[src/rtl/sym_detect_sched_pkg.sv]
`default_nettype none
// ============================================================================
// Module      : sym_sched_pkg
// Description : Shared types and constants for the symbol-detect scheduler:
//               controller state encoding and session result codes.
// Revision    : 1.0 - initial release
// ============================================================================
package sym_sched_pkg;

    // Controller states; explicit 2-bit encoding
    typedef enum logic [1:0] {
        IDLE   = 2'd0,
        RUN    = 2'd1,
        REPORT = 2'd2
    } state_t;

    // Session result codes
    localparam logic [1:0] RES_NOMATCH = 2'b00;
    localparam logic [1:0] RES_ABORT   = 2'b01;
    localparam logic [1:0] RES_ODD     = 2'b10;
    localparam logic [1:0] RES_EVEN    = 2'b11;

endpackage : sym_sched_pkg
`default_nettype wire

[src/rtl/sym_detect_sched_matcher.sv]
`default_nettype none
// ============================================================================
// Module      : sym_window_matcher
// Description : Sliding-window pattern matcher. Keeps the last PAT_LEN symbols
//               (oldest in the MSBs) and flags a match on the window value that
//               includes the symbol being shifted in this cycle.
// Revision    : 1.0 - initial release
// ============================================================================
module sym_window_matcher #(
    parameter int                          SYM_W   = 3,
    parameter int                          PAT_LEN = 4,
    parameter logic [PAT_LEN*SYM_W-1:0]    PATTERN = 12'b000_110_000_110
) (
    input  logic             clk,
    input  logic             rst,
    input  logic             clr,
    input  logic             shift_en,
    input  logic [SYM_W-1:0] sym,
    output logic             match,
    output logic             last_lsb
);

    localparam int                WIN_W     = PAT_LEN * SYM_W;
    localparam int                FILL_W    = $clog2(PAT_LEN + 1);
    localparam logic [FILL_W-1:0] FILL_FULL = FILL_W'(PAT_LEN);

    logic [WIN_W-1:0]       r_window;
    logic [FILL_W-1:0]      r_fill;
    logic                   r_last_lsb;
    logic [WIN_W+SYM_W-1:0] w_shifted;
    logic [WIN_W-1:0]       w_next_window;
    logic [FILL_W-1:0]      w_next_fill;

    // New symbol enters at the LSB end; the oldest symbol falls off the top
    assign w_shifted     = {r_window, sym};
    assign w_next_window = w_shifted[WIN_W-1:0];
    assign w_next_fill   = (r_fill == FILL_FULL) ? FILL_FULL : r_fill + FILL_W'(1);

    // Only a full window can match, and only on a cycle that shifts a symbol in
    assign match    = shift_en && (w_next_fill == FILL_FULL) && (w_next_window == PATTERN);
    assign last_lsb = shift_en ? sym[0] : r_last_lsb;

    // Window, fill count and last-symbol parity registers
    always_ff @(posedge clk or posedge rst) begin
        if (rst) begin
            r_window   <= '0;
            r_fill     <= '0;
            r_last_lsb <= 1'b0;
        end else if (clr) begin
            r_window   <= '0;
            r_fill     <= '0;
            r_last_lsb <= 1'b0;
        end else if (shift_en) begin
            r_window   <= w_next_window;
            r_fill     <= w_next_fill;
            r_last_lsb <= sym[0];
        end
    end

endmodule : sym_window_matcher
`default_nettype wire

[src/rtl/sym_detect_sched.sv]
`default_nettype none
// ============================================================================
// Module      : sym_detect_sched
// Description : Round-robin scheduler sharing one sliding-window pattern
//               matcher among NREQ symbol-stream requesters. Each session
//               streams FRAME_LEN symbols and reports a tagged 2-bit result.
// Revision    : 1.0 - initial release
// ============================================================================
module sym_detect_sched
    import sym_sched_pkg::*;
#(
    parameter int                          NREQ      = 4,
    parameter int                          SYM_W     = 3,
    parameter int                          PAT_LEN   = 4,
    parameter logic [PAT_LEN*SYM_W-1:0]    PATTERN   = 12'b000_110_000_110,
    parameter int                          FRAME_LEN = 8,
    parameter int                          TIMEOUT   = 15
) (
    input  logic                     clk,
    input  logic                     rst,
    input  logic [NREQ-1:0]          req,
    input  logic [NREQ*SYM_W-1:0]    sym_in,
    input  logic [NREQ-1:0]          sym_valid,
    output logic [NREQ-1:0]          sym_ready,
    output logic [NREQ-1:0]          grant,
    output logic                     busy,
    output logic                     result_valid,
    output logic [$clog2(NREQ)-1:0]  result_id,
    output logic [1:0]               result_code
);

    localparam int              ID_W        = $clog2(NREQ);
    localparam logic [7:0]      FRAME_LAST  = 8'(FRAME_LEN);
    localparam logic [7:0]      TIMEOUT_C   = 8'(TIMEOUT);
    localparam logic [ID_W-1:0] LAST_ID     = ID_W'(NREQ - 1);
    localparam logic [NREQ-1:0] ONE_HOT_LSB = NREQ'(1);

    state_t            r_state;
    logic [ID_W-1:0]   r_ptr;
    logic [ID_W-1:0]   r_gidx;
    logic [7:0]        r_sym_cnt;
    logic [7:0]        r_idle_cnt;
    logic              r_hit;
    logic [NREQ-1:0]   r_grant;
    logic              r_busy;
    logic              r_result_valid;
    logic [ID_W-1:0]   r_result_id;
    logic [1:0]        r_result_code;

    logic              w_any_req;
    logic [ID_W-1:0]   w_winner;
    logic [NREQ-1:0]   w_win_onehot;
    logic [SYM_W-1:0]  w_gsym;
    logic              w_gvalid;
    logic              w_greq;
    logic              w_accept;
    logic              w_match;
    logic              w_last_lsb;
    logic              w_hit_now;
    logic [7:0]        w_sym_cnt_nxt;
    logic [7:0]        w_idle_cnt_nxt;
    logic [ID_W-1:0]   w_next_ptr;

    // Round-robin pick: first set request scanning upward from r_ptr with wrap
    always_comb begin
        int              idx;
        logic [ID_W-1:0] sel;
        w_any_req = 1'b0;
        w_winner  = r_ptr;
        idx       = 0;
        sel       = '0;
        for (int k = NREQ - 1; k >= 0; k--) begin
            idx = int'(r_ptr) + k;
            if (idx >= NREQ) begin
                idx = idx - NREQ;
            end
            sel = ID_W'(idx);
            if (req[sel]) begin
                w_any_req = 1'b1;
                w_winner  = sel;
            end
        end
    end

    assign w_win_onehot   = ONE_HOT_LSB << w_winner;
    assign w_gsym         = sym_in[r_gidx*SYM_W +: SYM_W];
    assign w_gvalid       = sym_valid[r_gidx];
    assign w_greq         = req[r_gidx];
    assign w_accept       = (r_state == RUN) && w_gvalid;
    assign w_hit_now      = r_hit | w_match;
    assign w_sym_cnt_nxt  = r_sym_cnt + 8'd1;
    assign w_idle_cnt_nxt = r_idle_cnt + 8'd1;
    assign w_next_ptr     = (r_gidx == LAST_ID) ? '0 : r_gidx + ID_W'(1);

    sym_window_matcher #(
        .SYM_W   (SYM_W),
        .PAT_LEN (PAT_LEN),
        .PATTERN (PATTERN)
    ) u_matcher (
        .clk      (clk),
        .rst      (rst),
        .clr      (r_state == IDLE),
        .shift_en (w_accept),
        .sym      (w_gsym),
        .match    (w_match),
        .last_lsb (w_last_lsb)
    );

    // Session controller: arbitration, symbol streaming and result reporting
    always_ff @(posedge clk or posedge rst) begin
        if (rst) begin
            r_state        <= IDLE;
            r_ptr          <= '0;
            r_gidx         <= '0;
            r_sym_cnt      <= '0;
            r_idle_cnt     <= '0;
            r_hit          <= 1'b0;
            r_grant        <= '0;
            r_busy         <= 1'b0;
            r_result_valid <= 1'b0;
            r_result_id    <= '0;
            r_result_code  <= RES_NOMATCH;
        end else begin
            case (r_state)
                IDLE: begin
                    r_result_valid <= 1'b0;
                    if (w_any_req) begin
                        r_state    <= RUN;
                        r_grant    <= w_win_onehot;
                        r_gidx     <= w_winner;
                        r_sym_cnt  <= '0;
                        r_idle_cnt <= '0;
                        r_hit      <= 1'b0;
                        r_busy     <= 1'b1;
                    end
                end
                RUN: begin
                    if (w_accept) begin
                        // An accepted symbol wins over timeout and request drop
                        r_sym_cnt  <= w_sym_cnt_nxt;
                        r_idle_cnt <= '0;
                        r_hit      <= w_hit_now;
                        if (w_sym_cnt_nxt == FRAME_LAST) begin
                            r_state        <= REPORT;
                            r_result_valid <= 1'b1;
                            r_result_id    <= r_gidx;
                            r_result_code  <= w_hit_now ? {1'b1, ~w_last_lsb} : RES_NOMATCH;
                            r_grant        <= '0;
                            r_ptr          <= w_next_ptr;
                        end
                    end else begin
                        r_idle_cnt <= w_idle_cnt_nxt;
                        if (!w_greq || (w_idle_cnt_nxt >= TIMEOUT_C)) begin
                            r_state        <= REPORT;
                            r_result_valid <= 1'b1;
                            r_result_id    <= r_gidx;
                            r_result_code  <= RES_ABORT;
                            r_grant        <= '0;
                            r_ptr          <= w_next_ptr;
                        end
                    end
                end
                REPORT: begin
                    r_result_valid <= 1'b0;
                    r_busy         <= 1'b0;
                    r_state        <= IDLE;
                end
                default: begin
                    r_state <= IDLE;
                end
            endcase
        end
    end

    assign grant        = r_grant;
    assign sym_ready    = r_grant & {NREQ{r_state == RUN}};
    assign busy         = r_busy;
    assign result_valid = r_result_valid;
    assign result_id    = r_result_id;
    assign result_code  = r_result_code;

endmodule : sym_detect_sched
`default_nettype wire
[config.mk]
export PLATFORM = sky130hd
export DESIGN_NAME = sym_detect_sched
export DESIGN_NICKNAME = d
export VERILOG_FILES = /design/src/rtl/sym_detect_sched_pkg.sv /design/src/rtl/sym_detect_sched_matcher.sv /design/src/rtl/sym_detect_sched.sv
export SDC_FILE = /design/constraint.sdc
export NUM_CORES = 1
export LEC_CHECK = 0
export ABC_AREA = 1
export BUFFER_PORTS_ARGS = -buffer_cell sky130_fd_sc_hd__buf_2
export CORE_AREA = 2 2 72 74
export DETAILED_ROUTE_END_ITERATION = 10
export DIE_AREA = 0 0 74 76
export GPL_TIMING_DRIVEN = 0
export PLACE_DENSITY_LB_ADDON = 0.15
export REMOVE_ABC_BUFFERS = 1
export SYNTH_ARGS = -nofsm -noshare
export SYNTH_HDL_FRONTEND = slang
export SYNTH_HIERARCHICAL = 1
export SYNTH_SLANG_ARGS = --single-unit
[constraint.sdc]
create_clock -name clk -period 2.4 [get_ports clk]
set_clock_uncertainty 0.1 [all_clocks]
set_input_delay 0.6 -clock clk [delete_from_list [all_inputs] [get_ports clk]]
set_output_delay 0.6 -clock clk [all_outputs]
set_load 0.03 [all_outputs]
# == Word-level counts from Yosys, hierarchy flattened ==
# Index checks and enable logic that the tools add are counted.
# W data, S select, Z words.
# op_classes
add_sub_neg,11
n_mul,1
order_cmp,10
eq_ne,12
shift,2
mux,66
n_bitwise,3
n_reduce_logical,20
# ops
op,count
$mux W2,23
$pmux W8 S2,2
$mux W8,3
$mux W1,18
$mux W9,2
$add A8 B1 Y8 const B,2
$mux W4,4
$lt A2 B3 Y1 const B,5
$bmux W1 S2,6
$eq A12 B9 Y1 const B,1
$reduce_and A3 Y1,4
$shiftx A12 B5 Y3,1
$reduce_bool A2 Y1,5
$ge A3 B3 Y1 const B,3
$mux W3,3
$eq A8 B4 Y1 const B,1
$ge A8 B4 Y1 const B,1
$pmux W4 S2,1
$sub A2 B1 Y2 const B,4
$add A2 B2 Y3 const B,2
$eq A3 B3 Y1 const B,2
$pmux W1 S2,3
$reduce_and A2 Y1,3
$and A4 B4 Y4,1
other kinds (21),25
# word_totals
ff_bits,46
inputBits,22
out_inout_bits,14
word_cells,139

# == Depth between registers and ports, before layout ==
# logic_depth
depth_word,12
ltp_mapped,14
depth_no_buf,13

# == Modules after synthesis ==
# The synthesis kept the hierarchy.
# modules_own_cells
mod,n_inst,cells_per_inst,area_each_um2,seq_area_each_um2
sym_detect_sched,1,304,2080.7,825.8
sym_window_matcher,1,76,668.1,325.3

# == Least setup slack after synthesis ==
# No wires, ideal clock.
# synth_path
path_kind,register to output
start,register r_state[0]
end,output sym_ready[0]
arrival_time_ns,1.268
required_time_ns,1.700
setup_slack_ns,0.432
path_stages_with_launch,6
path_buffers,1
path_cell_list,dfrtp_1 inv_1 nor2_1 inv_1 clkbuf_1 nor2_1
# synth_via
elab_chain_len,2
# synth_rtl
item,line_no,rtl
from (decl),sym_detect_sched.sv:38,state_t r_state;
from (signal assigned),sym_detect_sched.sv:112,r_state <= IDLE;
from (signal assigned),sym_detect_sched.sv:128,r_state <= RUN;
from (signal assigned),sym_detect_sched.sv:144,r_state <= REPORT;
$eq A2 B1 Y1,sym_detect_sched.sv:176,assign sym_ready = r_grant & {NREQ{r_state == RUN}};
$and A4 B4 Y4,sym_detect_sched.sv:176,
to (decl),sym_detect_sched.sv:24,"output logic [NREQ-1:0] sym_ready,"
# No other way between the ends.

# == Worst setup path in the final report ==
# layout_path
start,register r_gidx[0]
end,register r_result_code[0] (netlist: result_code[0])
# layout_via
elab_chain_len,9
elab_cells_between_ends,21
classes_between,mul (1); eq/ne (2); shift (1); mux (8); bitwise (2); reduce/logical (7)
# layout_rtl
item,line_no,rtl
from (decl),sym_detect_sched.sv:40,logic [ID_W-1:0] r_gidx;
from (signal assigned),sym_detect_sched.sv:130,r_gidx <= w_winner;
$bmux W1 S2,sym_detect_sched.sv:87,assign w_gvalid = sym_valid[r_gidx];
$mux W1 (implied by the code),sym_detect_sched.sv:87,
$logic_and A1 B1 Y1,sym_detect_sched.sv:89,assign w_accept = (r_state == RUN) && w_gvalid;
net w_accept,sym_detect_sched.sv:56,logic w_accept;
$logic_and A1 B1 Y1 (2 in series),sym_detect_sched_matcher.sv:40,assign match = shift_en && (w_next_fill == FILL_FULL) && (w_next_window == PATTERN);
net w_match,sym_detect_sched.sv:57,logic w_match;
$or A1 B1 Y1,sym_detect_sched.sv:90,assign w_hit_now = r_hit | w_match;
$mux W2,sym_detect_sched.sv:147,"r_result_code <= w_hit_now ? {1'b1, ~w_last_lsb} : RES_NOMATCH;"
$mux W2,sym_detect_sched.sv:143,if (w_sym_cnt_nxt == FRAME_LAST) begin
$mux W2,sym_detect_sched.sv:138,if (w_accept) begin
to (signal assigned),sym_detect_sched.sv:147,
to (decl),sym_detect_sched.sv:48,logic [1:0] r_result_code;
# The timed path passes the listed nets, and every way through them passes these cells. The select of a mux whose other input is x is not followed.
# A chain may end at the register's enable or synchronous reset.

==> impl_metrics.csv <==
group,metric,value,unit
outcome,status,"completed",
synthesis,async_reset_ff_frac,1.000,
die,ios,36,
sta,setup_viol,0,
global_routing,grt-ovfl-total,0,
synthesis,synth_area_leaders,"dfrtp_1 (42%), nand2_1 (15%), nand3_1 (7.3%)",
clock_network,cts_made_buffers,5,
setup_path,crit_path_max_fanout,13,
setup_path,critPathKind,"register to register",
route,drtPass1Iterations,5,
place,dpl_cell_area,2967,sq um
synthesis,synth_common_cells,"nand2_1 (113), inv_1 (53), dfrtp_1 (46), nand3_1 (40), nor2_1 (36)",
power_and_ir_drop,p_per_area,1197,nW/um^2
global_routing,grt_pass1_vias,2422,
clock_network,tritoncts,"built",
setup_path,rr_worst_depth,13,
sta,final.min_clock_period,2162,ps
synthesis,yosysMostFrequentCell,"nand2_1",
place,place_congestion,0.8641,
setup_path,rrSetupSlack,240,ps
die,placementRows,26,
clock_network,h-tree-depth,2,
synthesis,synth_top_area_frac,0.4188,
route,totalWireLength,6017,um
route,wl_per_cell,12.20,um
setup_path,critical_path_arrival,2280,ps
power_and_ir_drop,ir_worst_vdd,0.8791,mV
power_and_ir_drop,p_leak,1.644,nW
worst_hold_path,hold_class,"primary input to async pin",
sta,finalHoldViolCount,0,
sta,rsz0062_at_grt,"false",
setup_path,crit_required,2520,ps
clock_network,clk_pin_slew,90,ps
clock_network,cts_sinks,46,
synthesis,synth_area_leader_cell,"dfrtp_1",
sta,slew_violations,0,
sta,max-slew-margin-rel,0.4397,
run,drv_cap,0,
global_routing,grt_antenna_before_repair,0,
synthesis,synth-edff-count,0,
synthesis,postSynthAreaPerCell,7.234,sq um
place,dp_cells,478,
setup_path,cp-start-kind,"register",
global_routing,grt_pass1_wl,10360,um
route,drt-initial-drc-count,106,
place,post-dp-hpwl,4384,um
synthesis,yosys_warnings,6,
cells_and_area,layout.cells.non_filler,493,
die,die-width,74,um
sta,finalCritPeriodShare,0.9007,
route,vias_per_cell,5.142,
sta,fmax,462.6,MHz
die,core_region_area,4912,sq um
clock_network,cts_hold_buf,0,
cells_and_area,num_antenna_cells,0,
clock_network,insertion_delay,300,ps
cells_and_area,area_delta_synth_final,14.57,%
cells_and_area,design_area,3149,sq um
route,postRouteAntennaNets,0,
synthesis,ys_types,28,
route,drc_errors,0,
synthesis,ys_ff_latch,46,
setup_path,crit-reg2reg-launch,"r_gidx[0]$_DFFE_PP0P_",
place,portBuffers,35,
global_routing,grt_max_degree,34,
clock_network,cts_root_buf,"clkbuf_8",
setup_path,reg2reg_to,"result_code[0]$_DFFE_PP0P_",
die,start_util,0.5596,
sta,hold_ws,124.0,ps
route,vias,2535,
synthesis,synth_area,2749,sq um
cells_and_area,nNetsFinal,450,
global_routing,track_usage,0.2302,
cells_and_area,drive_above_1_share,0.1820,
synthesis,synth_ff_type,"dfrtp_1",
die,dieHeight,76,um
setup_path,end_kind,"register",
synthesis,syn_inst,380,
sta,totalNegativeSetupSlack,0,ps
power_and_ir_drop,p_total,3.768,mW
sta,worst_slew_pin_slew,837.4,ps
clock_network,clockBufferDepth,2,
synthesis,seq_area_frac_synth,0.4188,
die,die_area,5624,sq um
-- worst max path at each step --
stage | startpoint | to | slack [ps] | cells after the start
after CTS | r_state[0]$_DFFE_PP0P_ | sym_ready[0] | 70 | 5
after global placement | r_state[0]$_DFFE_PP0P_ | r_ptr[1]$_DFFE_PP0P_ | -130 | 9
after global routing | r_sym_cnt[0]$_DFFE_PP0P_ | r_ptr[1]$_DFFE_PP0P_ | 30 | 11
after detailed placement | r_state[0]$_DFFE_PP0P_ | r_ptr[1]$_DFFE_PP0P_ | -140 | 9
after floorplan | r_state[0]$_DFFE_PP0P_ | sym_ready[0] | 120 | 4
final | r_gidx[0]$_DFFE_PP0P_ | result_code[0]$_DFFE_PP0P_ | 240 | 13
-- routing by layer --
layer	up-vias	share of wire	GRT usage
met2	31	0.50	0.3964
met4	0	0.013	0.07636
met5	-	0	0
met1	1195	0.45	0.2877
met3	7	0.033	0.03836
li1	1302	-	-
-- worst max-delay path: stages (launching register included) --
cell and delay, ps:
dfrtp_2 510, inv_4 150, nand2_1 60, nand3_1 130, nand3_2 200, inv_2 160
nand2_1 80, nor2_1 100, nand2_1 60, nor2_1 130, nor2_1 60, nor2_1 100
nor2_1 60, o21ai_0 180
-- cells in the final DEF (no fill, tap or decap), drive strengths merged, types with 3 or more instances in the layout --
cell type and count:
inv 57, o22ai 12, clkinv 3, clkbuf 5, xor2 3, dfrtp 46, nand3 41, nand4 4
ha 6, nand2 115, a21oi 5, nor2 37, o21ai 39, buf 42
-- flip-flops by register name, indices dropped and copies added (netlist names) --
name                  flops
grant                     4
u_matcher/r_fill          3
r_hit                     1
result_code               2
r_gidx                    2
result_id                 2
result_valid              1
r_idle_cnt                8
u_matcher/r_window        9
r_state                   2
u_matcher/r_last_lsb      1
r_sym_cnt                 8
busy                      1
r_ptr                     2
-- repair_timing --
item | in CTS | in global routing
endpoints found under the hold margin | 0 | 0
pin swaps | 0 | 1
buffers inserted | 0 | 6
resized for setup | 3 | 5
endpoints found under the setup margin | 7 | 12
-- cell families (layout without fill, tap and decap cells) --
logic type,Yosys count,after routing,synth area share
AND/OR/NAND/NOR,200,200,0.3086
buffers and inverters,66,109,0.09877
AO/OA/AOI/OAI,59,59,0.1370
flip-flops,46,46,0.4188
adder cells (fa/ha/maj),6,6,0.02731
XOR/XNOR,3,3,0.009560
-- stage by stage --
step	setup slack (ps)	utilization
after detailed placement	-139.7	0.6039
after global placement	-129.4	0.6039
after CTS	68.32	0.6238
after global routing	32.85	0.6411
final	238.3	0.6411
after floorplan	120.8	-
-- where the power goes --
part / internal (mW) / switching [mW] / total (mW) / leakage (nW)
logic: 0.673 / 1.41 / 2.09 / 0.989
registers: 0.984 / 0.215 / 1.20 / 0.611
clock network: 0.205 / 0.278 / 0.483 / 0.0441
-- area by class of cell --
| type | instances | area [sq um] |
|---|---|---|
| Clock buffer | 5 | 68.82 |
| Multi-Input combinational cell | 268 | 1339 |
| Sequential cell | 46 | 1152 |
| Fill cell | 447 | 1763 |
| Timing Repair Buffer | 42 | 247.7 |
| Tap cell | 70 | 87.58 |
| Inverter | 59 | 232.7 |
| Clock inverter | 3 | 21.27 |
(Power assumes the default switching activity.)
